$ cat config.mk
export PLATFORM = sky130hd
export DESIGN_NAME = sseg_scan_driver
export DESIGN_NICKNAME = d
export VERILOG_FILES = /design/src/rtl/sseg_scan_driver_pkg.sv /design/src/rtl/sseg_glyph.sv /design/src/rtl/sseg_scan_driver.sv
export VERILOG_INCLUDE_DIRS = /design/src /design/src/rtl
export SDC_FILE = /design/constraint.sdc
export NUM_CORES = 1
export LEC_CHECK = 0
export ABC_AREA = 1
export BUFFER_PORTS_ARGS = -buffer_cell sky130_fd_sc_hd__buf_2
export CORE_MARGIN = 8
export CORE_UTILIZATION = 49
export DETAILED_ROUTE_END_ITERATION = 10
export GPL_TIMING_DRIVEN = 1
export HOLD_SLACK_MARGIN = 0.08
export PLACE_DENSITY = 0.75
export RECOVER_POWER = 25
export SYNTH_ARGS = -nofsm -noshare
export SYNTH_HDL_FRONTEND = slang
export SYNTH_SLANG_ARGS = --single-unit
export TNS_END_PERCENT = 30
$ cat constraint.sdc
create_clock -name clk -period 2.6 [get_ports clk]
set_input_delay 0.26 -clock clk [delete_from_list [all_inputs] [get_ports clk]]
set_output_delay 0.26 -clock clk [all_outputs]
set_load 0.1 [all_outputs]
$ cat src/rtl/sseg_defs.vh
// Segment constants for the scan driver: bit order {a,b,c,d,e,f,g}, all active-low.
`ifndef SSEG_DEFS_VH
`define SSEG_DEFS_VH

  // Bit 6 is segment a, bit 0 is segment g.
  typedef struct packed {
    logic a;
    logic b;
    logic c;
    logic d;
    logic e;
    logic f;
    logic g;
  } seg_bits_t;

  localparam logic [6:0] SEG_BLANK = 7'b1111111;
  localparam logic [6:0] SEG_0     = 7'b0000001;
  localparam logic [6:0] SEG_1     = 7'b1001111;
  localparam logic [6:0] SEG_2     = 7'b0010010;
  localparam logic [6:0] SEG_3     = 7'b0000110;
  localparam logic [6:0] SEG_4     = 7'b1001100;
  localparam logic [6:0] SEG_5     = 7'b0100100;
  localparam logic [6:0] SEG_6     = 7'b0100000;
  localparam logic [6:0] SEG_7     = 7'b0001111;
  localparam logic [6:0] SEG_8     = 7'b0000000;
  localparam logic [6:0] SEG_9     = 7'b0000100;
  localparam logic [6:0] SEG_A     = 7'b0001000;
  localparam logic [6:0] SEG_B     = 7'b1100000;
  localparam logic [6:0] SEG_C     = 7'b0110001;
  localparam logic [6:0] SEG_D     = 7'b1000010;
  localparam logic [6:0] SEG_E     = 7'b0110000;
  localparam logic [6:0] SEG_F     = 7'b0111000;

`endif

$ cat src/rtl/sseg_scan_driver_pkg.sv
// Shared segment constants and the full 16-entry glyph table for the scan driver.
package sseg_scan_driver_pkg;
`include "sseg_defs.vh"

  function automatic logic [6:0] glyph_of(input logic [3:0] code);
    case (code)
      4'h0:    return SEG_0;
      4'h1:    return SEG_1;
      4'h2:    return SEG_2;
      4'h3:    return SEG_3;
      4'h4:    return SEG_4;
      4'h5:    return SEG_5;
      4'h6:    return SEG_6;
      4'h7:    return SEG_7;
      4'h8:    return SEG_8;
      4'h9:    return SEG_9;
      4'hA:    return SEG_A;
      4'hB:    return SEG_B;
      4'hC:    return SEG_C;
      4'hD:    return SEG_D;
      4'hE:    return SEG_E;
      default: return SEG_F;
    endcase
  endfunction

endpackage

$ cat src/rtl/sseg_glyph.sv
// Combinational 4-bit code to active-low segment decoder.
// `HEX_DIGITS_EN shows A-F for codes 10-15; otherwise those codes are blanked.
module sseg_glyph
  import sseg_scan_driver_pkg::*;
(
  input  logic [3:0] code,
  output logic [6:0] seg
);

`ifdef HEX_DIGITS_EN
  assign seg = glyph_of(code);
`else
  assign seg = (code > 4'd9) ? SEG_BLANK : glyph_of(code);
`endif

endmodule

$ cat src/rtl/sseg_scan_driver.sv
// Time-multiplexed common-anode 7-segment driver with tear-free updates and leading-zero blanking.
// Build option `HEX_DIGITS_EN (in sseg_glyph) selects hex glyphs for codes 10-15.
module sseg_scan_driver
  import sseg_scan_driver_pkg::*;
#(
  parameter int NDIGITS     = 4,
  parameter int REFRESH_DIV = 50000,
  parameter int CNT_W       = 16
) (
  input  logic                 clk,
  input  logic                 rst,
  input  logic [4*NDIGITS-1:0] bcd_in,
  input  logic [NDIGITS-1:0]   dp_in,
  input  logic                 load,
  input  logic                 blank_lz,
  output logic [6:0]           sseg,
  output logic                 dp,
  output logic [NDIGITS-1:0]   an,
  output logic                 frame
);

  localparam int IDX_W = $clog2(NDIGITS);
  localparam logic [IDX_W-1:0] LAST_IDX = IDX_W'(NDIGITS - 1);
  localparam logic [CNT_W-1:0] LAST_CNT = CNT_W'(REFRESH_DIV - 1);

  logic [CNT_W-1:0]     presc;
  logic [IDX_W-1:0]     idx;
  logic [4*NDIGITS-1:0] pend_bcd;
  logic [4*NDIGITS-1:0] act_bcd;
  logic [NDIGITS-1:0]   pend_dp;
  logic [NDIGITS-1:0]   act_dp;
  logic                 pend_vld;
  logic                 slot_end;
  logic                 wrap;
  logic [NDIGITS-1:0]   lz_mask;
  logic                 zero_run;
  logic [3:0]           cur_digit;
  logic                 cur_dp;
  logic                 cur_blank;
  logic [6:0]           cur_seg;

  assign slot_end = (presc == LAST_CNT);
  assign wrap     = slot_end && (idx == LAST_IDX);

  // Digit k is a leading zero when it and every digit to its left are zero.
  always_comb begin
    zero_run = 1'b1;
    lz_mask  = '0;
    for (int k = NDIGITS - 1; k >= 1; k--) begin
      zero_run   = zero_run && (act_bcd[4*k +: 4] == 4'd0);
      lz_mask[k] = zero_run;
    end
  end

  always_comb begin
    cur_digit = 4'd0;
    cur_dp    = 1'b0;
    cur_blank = 1'b0;
    for (int i = 0; i < NDIGITS; i++) begin
      if (idx == IDX_W'(i)) begin
        cur_digit = act_bcd[4*i +: 4];
        cur_dp    = act_dp[i];
        cur_blank = lz_mask[i];
      end
    end
  end

  sseg_glyph u_glyph (
    .code (cur_digit),
    .seg  (cur_seg)
  );

  // load is a one-cycle strobe with no back-pressure: it always lands in pending,
  // and pending moves to active only at the frame wrap, so a frame never mixes two values.
  always_ff @(posedge clk) begin
    if (rst) begin
      presc    <= '0;
      idx      <= '0;
      pend_bcd <= '0;
      pend_dp  <= '0;
      act_bcd  <= '0;
      act_dp   <= '0;
      pend_vld <= 1'b0;
      sseg     <= SEG_BLANK;
      dp       <= 1'b1;
      an       <= '1;
      frame    <= 1'b0;
    end else begin
      presc <= slot_end ? '0 : presc + 1'b1;
      if (slot_end) begin
        idx <= (idx == LAST_IDX) ? '0 : idx + 1'b1;
      end
      frame <= wrap;

      if (wrap && pend_vld) begin
        act_bcd <= pend_bcd;
        act_dp  <= pend_dp;
      end
      if (load) begin
        pend_bcd <= bcd_in;
        pend_dp  <= dp_in;
        pend_vld <= 1'b1;
      end else if (wrap) begin
        pend_vld <= 1'b0;
      end

      sseg <= (blank_lz && cur_blank) ? SEG_BLANK : cur_seg;
      dp   <= ~cur_dp;
      an   <= ~(NDIGITS'(1) << idx);
    end
  end

endmodule

Word level (Yosys, flattened, before mapping)
Memories as Yosys holds them, arrays and structs flattened. A register that Yosys moved wholly into a read port is not among the register bits.
Cells that the tools add are included.
- add/sub/neg operators: 2
- $lt $le $gt $ge: 1
- equal/unequal tests: 4
- shift-type cells: 1
- multiplexer cells: 14
- bitwise logic cells: 2
- reduce and logical (&&, ||, !) cells: 12
- operator list (cell ; count):
    $add 16x1->16 const B ; 1
    $eq 16x16->1 const B ; 1
    $mux 4 ; 4
    $logic_not 4->1 ; 3
    $mux 1 ; 9
    $logic_and 1x1->1 ; 5
    $eq 2x2->1 const B ; 2
    $gt 4x4->1 const B ; 1
    $not 4->4 ; 1
    $shl 1x2->4 const A ; 1
    $reduce_or 3->1 ; 1
    $add 2x1->2 const B ; 1
    $eq 2x1->1 const B ; 1
    $logic_not 2->1 ; 1
    $mux 2 ; 1
    $reduce_bool 2->1 ; 1
    $reduce_or 2->1 ; 1
    $not 1->1 ; 1
- flip-flop bits (word level): 65
- bits in read-only memories: 112
- bits of input ports: 24
- logic and storage cells: 47
- memories: 1
- memory list (memory ; words ; bits a word ; read ports ; clocked after Yosys merged registers in ; wr ports ; line ; source):
    (no name shown) ; 16 ; 7 ; 1 ; 1 ; 0 ; sseg_scan_driver_pkg.sv:6 ; case (code)

Depth between registers and ports, before layout
Gate-level depths: netlist (run 1).
- depth after elaboration: 8
- mapped depth: 15

Modules after synthesis
From an unflattened synthesis (run 1), not the netlist that was laid out.
- cells, all modules: 443
- area, all modules: 3288.2 µm²
- by module, submodules not included (module ; instances ; cells an instance ; area each (µm²) ; sequential area each (µm²)):
    sseg_scan_driver ; 1 ; 397 ; 3021.6 ; 1441.4
    sseg_glyph ; 1 ; 46 ; 266.5 ; 0.0

Least setup slack after synthesis (run 1)
No wires, ideal clock.
- path type: reg2reg
- from: register idx[0]
- to: register sseg[2]
- library setup time: 0.059 ns
- arrival time: 2.089 ns
- required time: 2.541 ns
- path slack: 0.452 ns
- stages on the path, launching flop included: 14
- buffers on the path: 0
- period minus slack after synthesis: 2.148 ns
- cell sequence: dfxtp_1 inv_1 ha_1 inv_2 nand3_1 a21oi_1 inv_1 ha_1 or2_2 nand2_1 nand2_1 nand2_1 nor2_4 nand2_1
- longest elaborated chain between the ends: 7
- elaborated cells on any way between the ends: 14
- ends and longest elaborated chain (item ; line ; source):
    start: declaration ; sseg_scan_driver.sv:27 ; logic [IDX_W-1:0] idx;
    start signal: assignment ; sseg_scan_driver.sv:91 ; idx <= (idx == LAST_IDX) ? '0 : idx + 1'b1;
    $logic_not 2->1 ; sseg_scan_driver.sv:60 ; if (idx == IDX_W'(i)) begin
    $mux 4 (4 in series) ; sseg_scan_driver.sv:60 ;
    $gt 4x4->1 ; sseg_glyph.sv:13 ; assign seg = (code > 4'd9) ? SEG_BLANK : glyph_of(code);
    $reduce_or 3->1 (no line) ; n/a ;
    end: declaration ; sseg_scan_driver.sv:16 ; output logic [6:0] sseg,
Parallel ways exist; a longest one is shown, timed or not.
A chain may end at the register's enable or synchronous reset.

Worst setup path in the final report (run 1)
- from: register idx[1]
- to: register sseg[5]
Same word-level chain as after synthesis.

==> results of run 1 <==
sequential cells by signal, indices dropped and copies added, names as in the netlist:
name      flops
pend_vld      1
pend_dp       4
frame         1
sseg          7
an            4
idx           2
act_bcd      16
pend_bcd     16
act_dp        4
dp            1
presc        16
layer usage:
metal / vias to the layer above / track usage [%] / share of wire, % / wire, um
met2: 51 / 23.5 / 44 / 2930
met5: - / 0 / 0 / 0
met1: 1254 / 17.7 / 50 / 3300
li1: 1499 / - / - / -
met4: 0 / 4.20 / 1.4 / 96
met3: 10 / 5.26 / 4.6 / 306
area by class of cell:
cell class / instances / area [um^2] / area share [%]
tap: 77 / 96.3 / 2.67
multi-input combinational: 312 / 1550 / 42.9
clock buffer: 10 / 128 / 3.54
sequential: 72 / 1440 / 40.0
clock inverter: 6 / 45.0 / 1.25
inverter: 36 / 135 / 3.75
timing repair buffer: 41 / 213 / 5.90
synthesized netlist by cell type:
cell type   n  area [um^2]
a21boi_0    1         7.51
a21oi_1    40          200
buf_2       5         25.0
buf_6       5         56.3
clkbuf_1    9         33.8
dfxtp_1    72         1440
ha_1       11          138
inv_1      33          124
inv_2       3         11.3
nand2_1    96          360
nand2_2     5         31.3
nand3_1    16         80.1
nand3_2     2         20.0
nand3b_1    2         15.0
nand4_1    24          150
nor2_1     65          244
nor2_4      2         22.5
nor3_1      7         35.0
nor3_2      1         10.0
nor3b_1     2         15.0
nor4_1      1         6.26
o211ai_1    1         7.51
o21ai_0    27          135
o31ai_1     2         15.0
or2_0       1         6.26
or2_2       2         12.5
xnor2_1     1         8.76
xor2_1      3         26.3
worst max-delay path, delay by kind of cell, from the launching register on:
kind	cells	cell delay [ns]
simple gates	10	1.00
fa+ha+maj	2	0.52
flops	1	0.39
buf+inv	3	0.30
power by group:
group,leakage [nW],switching (W),total (W),internal [W]
combinational,0.793,0.000100,0.000137,0.0000365
sequential,0.589,0.0000179,0.00115,0.00113
clock,0.0789,0.000415,0.000764,0.000349
how the worst min path moves through the flow:
stage	end	depth (start not counted)	slack [ns]	startpoint
floorplan	pend_dp[0]	2	0.39	dp_in[0]
finish	pend_bcd[8]	3	0.13	bcd_in[8]
CTS	pend_bcd[10]	3	0.12	bcd_in[10]
global placement	act_bcd[7]	2	0.45	act_bcd[7]
detailed placement	act_bcd[7]	2	0.46	act_bcd[7]
global route	pend_bcd[5]	3	0.11	bcd_in[5]
cells by family (layout without fill, tap and decap cells):
logic type,after synthesis,after routing,synth area share [%]
buffers and inverters,55,93,7.73
flip-flops,72,72,44.5
adder cells (fa/ha/maj),11,11,4.25
AND/OR/NAND/NOR,226,226,31.1
XOR/XNOR,4,4,1.08
AO/OA/AOI/OAI,71,71,11.3
per-stage QoR:
stage	setup WS, ns	hold WS (ns)	instance area (um^2)	utilization, %
after floorplan	0.452	0.395	3240	-
after global placement	0.439	0.450	3440	53.8
after detailed placement	0.351	0.456	3440	53.8
after CTS	0.330	0.118	3610	56.5
after global routing	0.108	0.110	3600	56.4
final	0.330	0.131	3600	56.4
==> metrics.cfg, run 1 <==
[place]
numPortBuffers = 36
dp.cells = 538
gp_congestion = 0.825
hpwl_mm = 4.79

[clocking]
htree_levels = 3
cts.clk_slew.worst_paths_ns = 0.08
post_cts_buffers = 0
cts_resized = 0
cts_buffers = 9
cts_root_buf = clkbuf_8
cts_tree = done
clockBufferDepth = 2
clock_sinks = 72
clk_latency_ns = 0.35
hold_buffers = 0

[worst_setup_path]
critPathMaxStageDelay_ns = 0.39
path_common_cell = nand2_1
cp_slowest_cell = dfxtp_1
rr_endpoint = sseg[5]
critPathLaunchType = flop
r2r_cells = 15
rrSetupSlack_ns = 0.33
worst-setup-path-type = reg -> reg
cp.required_ns = 2.88
end_kind = flop
critPathCapture = sseg[5]
crit_chain = inv_1 -> ha_1 -> inv_2 -> nand2_1 -> nand3_1 -> nand2_1 -> nand2_1 -> inv_1 -> ha_1 -> or2_2 -> nand2_1 -> nand2_1 -> nand2_1 -> nor2_4 -> nand2_1
crit_start = idx[1]
critPathArrivalTime_ns = 2.55
r2r_start = idx[1]
crit_fanout = 7

[power]
power_density_nw_per_um2 = 570
total_power_w = 0.00205
cellLeakagePower_nw = 1.46
peakVddDrop_mv = 0.525

[grt]
grt_use_total_pct = 14.6
grt_overflow_total = 0
grt_pass1_vias = 2697
antenna_found_initial = 0
grt_max_degree = 31
grt_pass1_wl_mm = 11.9

[finish]
synthToLayoutAreaGrowth_pct = 11.3
final_cells = 554
drive_gt1_share_pct = 14.5
diodes = 0
final_common_cell = nand2_1
nets = 507
num-fill-cells = 619
final_cell_mix = nand2_1, dfxtp_1, nor2_1, a21oi_1, buf_2

[route]
drcViolationCount = 0
via_per_inst = 5.08
drtIter0Drc = 144
dr.pass1.iters = 4
dr_total_vias = 2814
wire_per_inst_um = 12.0
wl_mm = 6.63
ant_nets = 0

[floorplan]
dieArea_um2 = 9470
row_count = 29
die_w_um = 97.3
coreArea_um2 = 6390
floorplan.initialDensity_pct = 50.7
die_y_um = 97.3
pin_count = 37

[status]
status = completed

[yosys]
synth-seq-cells = 72
seq_area_frac_synth_pct = 44.5
netlist_area_um2 = 3240
syn_area_per_cell_um2 = 7.38
synthCells = 439
synth.distinct_cells = 28
synthesis.nets = 474
yosysWarnings = 0

[sta]
fin_crit_sh_pct = 87.3
rsz0062_at_grt = false
maxSlewViolCount = 0
hold_violations = 0
clock.fmax_ghz = 0.440
maxSlewHeadroom_pct = 30.1
timing.final.crit_period_ns = 2.27
worstMarginPinSlew_ns = 1.05
finalSetupViolCount = 0
finalClockSkew_ns = 0.0114
setup-tns-final_ns = 0

[flow_run]
cap_violations = 0

[hold_path]
hold_class = in -> reg

(Power assumes the default switching activity.)
==> run 2: changes to the inputs <==
--- a/config.mk
+++ b/config.mk
@@ -9,11 +9,11 @@
 export ABC_AREA = 1
 export BUFFER_PORTS_ARGS = -buffer_cell sky130_fd_sc_hd__buf_2
 export CORE_MARGIN = 8
-export CORE_UTILIZATION = 49
+export CORE_UTILIZATION = 45
 export DETAILED_ROUTE_END_ITERATION = 10
 export GPL_TIMING_DRIVEN = 1
 export HOLD_SLACK_MARGIN = 0.08
-export PLACE_DENSITY = 0.75
+export PLACE_DENSITY = 0.7
 export RECOVER_POWER = 25
 export SYNTH_ARGS = -nofsm -noshare
 export SYNTH_HDL_FRONTEND = slang
==> metrics.cfg, run 2 (same netlist as run 1, synthesis figures left out) <==
[worst_setup_path]
critPathArrivalTime_ns = 2.60  ; +0.05 ns
crit_fanout = 7  ; unchanged
worst-setup-path-type = reg -> reg
r2r_cells = 15  ; unchanged
end_kind = flop
critPathLaunchType = flop
cp.required_ns = 2.89  ; about the same

[clocking]
clock_sinks = 72  ; unchanged
hold_buffers = 0  ; unchanged
cts_buffers = 9  ; unchanged
htree_levels = 3  ; unchanged
cts_tree = done
cts_root_buf = clkbuf_8
clk_latency_ns = 0.35  ; about the same
cts_resized = 0  ; unchanged
post_cts_buffers = 0  ; unchanged
clockBufferDepth = 2  ; unchanged
cts.clk_slew.worst_paths_ns = 0.08  ; about the same

[grt]
grt_pass1_vias = 2874  ; +6.6%
grt_use_total_pct = 15.2  ; +0.62 points
grt_use_met2_pct = 24.1  ; +0.61 points
grt_pass1_wl_mm = 12.5  ; +5.1%
grt_max_degree = 31  ; unchanged
antenna_found_initial = 0  ; unchanged
met1_usage_pct = 18.2  ; +0.42 points
use_met3_pct = 3.87  ; -1.4 points
grt_overflow_total = 0  ; unchanged
top_usage_layer = met2

[route]
ant_nets = 0  ; unchanged
via_per_inst = 4.95  ; -2.6%
wire_per_inst_um = 12.3  ; +2.5%
drcViolationCount = 0  ; unchanged
dr_total_vias = 2849  ; +1.2%
wl_mm = 7.06  ; +6.5%
dr.pass1.iters = 4  ; unchanged
drtIter0Drc = 109  ; -24%

[power]
power_density_nw_per_um2 = 591  ; +3.8%
peakVddDrop_mv = 0.350  ; -33%
cellLeakagePower_nw = 1.48  ; +1.1%

[floorplan]
floorplan.initialDensity_pct = 45.6  ; -5.1 points
die_y_um = 101  ; +3.6%
die_w_um = 101  ; +3.6%
row_count = 31  ; +6.9%
coreArea_um2 = 7100  ; +11%
pin_count = 37  ; unchanged
dieArea_um2 = 10200  ; +7.4%

[sta]
setup_slack_ns = 0.294  ; -0.0359 ns
finalClockSkew_ns = 0.0132  ; +0.00185 ns
fin_crit_sh_pct = 88.7  ; +1.4 points
maxSlewViolCount = 0  ; unchanged
rsz0062_at_grt = false
hold_violations = 0  ; unchanged
clock.fmax_ghz = 0.434  ; -1.6%
setup-tns-final_ns = 0  ; unchanged
maxSlewHeadroom_pct = 28.0  ; -2.1 points
timing.final.crit_period_ns = 2.31  ; +0.0359 ns
worstMarginPinSlew_ns = 1.08  ; +0.0317 ns
finalSetupViolCount = 0  ; unchanged

[finish]
final_cell_mix = nand2_1, dfxtp_1, nor2_1, a21oi_1, buf_2
reg_top3 = act_bcd (16), pend_bcd (16), presc (16)
final_common_cell = nand2_1
synthToLayoutAreaGrowth_pct = 12.9
nets = 507  ; unchanged
drive_gt1_share_pct = 14.7  ; +0.21 points
diodes = 0  ; unchanged

[hold_path]
min_delay_path_depth = 3  ; unchanged
hold_class = in -> reg

[place]
numPortBuffers = 36  ; unchanged
place_ws_ns = 0.340  ; -0.0112 ns
hpwl_mm = 5.08  ; +6.0%
gp_congestion = 0.790  ; -4.2%

[status]
status = completed

[flow_run]
cap_violations = 0  ; unchanged

==> run 2: changes by cell type in the layout (fill, tap and decap cells not counted), sizes merged <==
| cell | delta |
|---|---|
| clkinvlp | -1 |
| bufinv | +1 |
| clkbuf | -1 |
| inv | -1 |
| clkinv | +2 |
==> run 2: layout make-up <==
class / count / area (um^2)
multi-input combinational: 312 / 1550
clock inverter: 7 / 72.6
clock buffer: 9 / 124
fill: 718 / 3440
tap: 99 / 124
sequential: 72 / 1440
inverter: 36 / 135
timing repair buffer: 41 / 213
==> run 2: critical path, cell delays in order, from the launching register on <==
cell	delay (ns)
dfxtp_1	0.39
inv_1	0.09
ha_1	0.27
nand2_1	0.10
nand2_1	0.05
nand3_1	0.07
nand2_1	0.06
nand2_1	0.19
inv_1	0.10
ha_1	0.24
or2_2	0.30
nand2_1	0.07
nand2_1	0.04
nand2_1	0.11
nor2_4	0.06
nand2_1	0.10
==> run 2: layer usage <==
layer	vias to the layer above	wire (um)	part of all wire [%]
met3	13	335	4.7
met2	67	3220	46
met4	0	145	2.1
li1	1500	-	-
met1	1269	3370	48
met5	-	0	0
==> run 2: worst paths after layout <==
kind | end | from | slack, ns
hold reg to reg | act_bcd[14] | act_bcd[14] | 0.46
setup / recovery | sseg[6] | idx[0] | 0.29
hold / removal | pend_bcd[11] | bcd_in[11] | 0.12
setup reg to reg | sseg[6] | idx[0] | 0.29
==> run 2: power by group <==
group          total [W]  switching, W  leakage (nW)  internal, W
Sequential       0.00115     0.0000186         0.589      0.00113
Clock           0.000870      0.000428        0.0952     0.000442
Combinational   0.000138      0.000102         0.793    0.0000365
==> run 2: metrics by stage <==
stage,util [%],power [W],hold slack [ns],cell area [um^2],cells
after detailed placement,48.8,0.00132,0.457,3460,560
after floorplan,-,0.00128,0.395,3240,439
after CTS,51.6,0.00217,0.119,3660,576
final,51.5,0.00216,0.124,3660,576
after global routing,51.5,0.00224,0.137,3660,576
after global placement,48.8,0.00132,0.452,3460,560
==> run 3: changes to the inputs <==
--- a/config.mk
+++ b/config.mk
@@ -8,12 +8,14 @@
 export LEC_CHECK = 0
 export ABC_AREA = 1
 export BUFFER_PORTS_ARGS = -buffer_cell sky130_fd_sc_hd__buf_2
+export CELL_PAD_IN_SITES_DETAIL_PLACEMENT = 1
+export CELL_PAD_IN_SITES_GLOBAL_PLACEMENT = 2
 export CORE_MARGIN = 8
-export CORE_UTILIZATION = 45
+export CORE_UTILIZATION = 36
 export DETAILED_ROUTE_END_ITERATION = 10
 export GPL_TIMING_DRIVEN = 1
 export HOLD_SLACK_MARGIN = 0.08
-export PLACE_DENSITY = 0.7
+export PLACE_DENSITY = 0.9
 export RECOVER_POWER = 25
 export SYNTH_ARGS = -nofsm -noshare
 export SYNTH_HDL_FRONTEND = slang
==> constraint.sdc (replaced) <==
create_clock -name clk -period 2.9 [get_ports clk]
set_input_delay 0.29 -clock clk [delete_from_list [all_inputs] [get_ports clk]]
set_output_delay 0.29 -clock clk [all_outputs]
set_load 0.1 [all_outputs]
==> metrics.cfg, run 3 (same netlist as run 1, synthesis figures left out) <==
[status]
status = completed

[hold_path]
hold_class = in -> reg
min_delay_path_depth = 3  ; unchanged

[finish]
final_cells = 584  ; +1.4%
final_cell_mix = nand2_1, dfxtp_1, nor2_1, a21oi_1, buf_2
nets = 506  ; -0.20%
synthToLayoutAreaGrowth_pct = 13.4
postLayoutCoreUtil_pct = 42.1  ; -9.4 points
drive_gt1_share_pct = 14.3  ; -0.39 points
reg_top3 = act_bcd (16), pend_bcd (16), presc (16)
final_common_cell = nand2_1
diodes = 0  ; unchanged
fin_area_um2 = 3670  ; +0.41%

[grt]
grt_pass1_wl_mm = 13.7  ; +9.7%
grt_overflow_total = 0  ; unchanged
grt_max_degree = 26  ; -16%
grt_use_total_pct = 13.1  ; -2.1 points
grt_pass1_vias = 2950  ; +2.6%
antenna_found_initial = 0  ; unchanged

[route]
drcViolationCount = 0  ; unchanged
drtIter0Drc = 71  ; -35%
wl_met1_mm = 3.95  ; +17%
wl_mm = 7.83  ; +11%
route.met3.wl_um = 256  ; -24%
highest_layer = met4
dr.pass1.iters = 4  ; unchanged
dr_total_vias = 2876  ; +0.95%
ant_nets = 0  ; unchanged
dr_wl_met2_mm = 3.45  ; +7.4%
wire_per_inst_um = 13.4  ; +9.3%
via_per_inst = 4.92  ; -0.44%

[clocking]
cts_buffers = 9  ; unchanged
cts_root_buf = clkbuf_8
htree_levels = 3  ; unchanged
post_cts_buffers = 0  ; unchanged
clockBufferDepth = 2  ; unchanged
hold_buffers = 0  ; unchanged
clk_latency_ns = 0.35  ; about the same
cts_resized = 0  ; unchanged
clock_sinks = 72  ; unchanged
cts.clk_slew.worst_paths_ns = 0.08  ; about the same
cts_tree = done

[place]
place_area_um2 = 3470  ; +0.11%
dp.cells = 568  ; +1.4%
numPortBuffers = 36  ; unchanged
place_ws_ns = 0.416  ; +0.0761 ns
hpwl_mm = 5.78  ; +14%
gp_congestion = 0.781  ; -1.2%

[floorplan]
pin_count = 37  ; unchanged
die_y_um = 111  ; +9.9%
die_w_um = 111  ; +9.9%
floorplan.initialDensity_pct = 37.1  ; -8.5 points
row_count = 34  ; +9.7%
coreArea_um2 = 8720  ; +23%
dieArea_um2 = 12300  ; +21%

[sta]
fin_crit_sh_pct = 86.2  ; -2.5 points
finalSetupViolCount = 0  ; unchanged
clock.fmax_ghz = 0.400  ; -7.8%
maxSlewViolCount = 0  ; unchanged
setup_slack_ns = 0.400  ; +0.106 ns
rsz0062_at_grt = false
maxSlewHeadroom_pct = 27.5  ; -0.50 points
timing.final.crit_period_ns = 2.50  ; +0.194 ns
finalClockSkew_ns = 0.0132  ; +0.00000510 ns
setup-tns-final_ns = 0  ; unchanged
hold_violations = 0  ; unchanged
worstMarginPinSlew_ns = 1.09  ; +0.00756 ns

[worst_setup_path]
rr_endpoint = sseg[3]
critPathLaunchType = flop
cp.required_ns = 3.19  ; +0.30 ns
r2r_cells = 13  ; -2
worst-setup-path-type = reg -> reg
r2r_start = idx[0]
rrSetupSlack_ns = 0.40  ; +0.11 ns
critPathCapture = sseg[3]
crit_start = idx[0]
end_kind = flop
critPathArrivalTime_ns = 2.79  ; +0.19 ns
crit_fanout = 7  ; unchanged

[power]
internal-power_w = 0.00150  ; -7.2%
p_clk_share_pct = 41.6  ; +1.3 points
peakVddDrop_mv = 0.215  ; -39%
p_comb_share_pct = 6.3  ; about the same
swShare_pct = 24.6  ; -0.80 points
cellLeakagePower_nw = 1.48  ; +0.40%
power_density_nw_per_um2 = 540  ; -8.6%
netSwitchingPower_w = 0.000488  ; -11%
power_frac_seq_pct = 52.1  ; -1.2 points

[flow_run]
cap_violations = 0  ; unchanged

## run 3: cell types whose count changed in the layout (fill, tap and decap cells not counted), sizes merged
cell and delta:
clkinv -1, buf -1, clkinvlp -2, clkbuf +3
## run 3: power groups by stage
stage | clock (W) | sequential [W] | combinational (W)
2_1_floorplan | 0 | 0.00109 | 0.0000544
3_3_place_gp | 0 | 0.00106 | 0.000124
3_5_place_dp | 0 | 0.00106 | 0.000126
4_1_cts | 0.000849 | 0.00103 | 0.000127
5_1_grt | 0.000891 | 0.00104 | 0.000139
6_report | 0.000826 | 0.00103 | 0.000125
## run 3: worst max-delay path, stage by stage, from the launching register on
cell     delay (ns)
dfxtp_1        0.38
inv_1          0.10
ha_1           0.29
inv_2          0.13
nand3_1        0.11
a21oi_1        0.34
inv_1          0.18
ha_1           0.26
or2_2          0.30
nand2_1        0.07
nand2_1        0.05
nand2_1        0.10
nor2_4         0.07
nand2_1        0.09
## run 3: worst min path at each step
stage	from	to	slack (ns)
2_1_floorplan	dp_in[0]	pend_dp[0]	0.42
3_3_place_gp	act_bcd[5]	act_bcd[5]	0.45
3_5_place_dp	act_bcd[14]	act_bcd[14]	0.46
4_1_cts	dp_in[2]	pend_dp[2]	0.15
5_1_grt	bcd_in[11]	pend_bcd[11]	0.16
6_report	dp_in[2]	pend_dp[2]	0.16
## run 3: layout make-up
| type | instances | area [um^2] |
|---|---|---|
| Fill cell | 1114 | 5050 |
| Multi-Input combinational cell | 312 | 1550 |
| Sequential cell | 72 | 1440 |
| Timing Repair Buffer | 40 | 205 |
| Clock buffer | 12 | 155 |
| Inverter | 36 | 135 |
| Tap cell | 108 | 135 |
| Clock inverter | 4 | 52.6 |
## run 3: per-layer routing
layer / vias to the layer above / track usage, %
met5: - / 0
met4: 0 / 5.32
met3: 16 / 3.68
met2: 48 / 20.2
met1: 1317 / 16.7
li1: 1495 / -
## run 3: through the flow
| step | total power, W | hold slack, ns |
|---|---|---|
| global placement | 0.00118 | 0.451 |
| global route | 0.00207 | 0.159 |
| floorplan | 0.00115 | 0.425 |
| finish | 0.00198 | 0.157 |
| CTS | 0.00201 | 0.148 |
| detailed placement | 0.00118 | 0.457 |
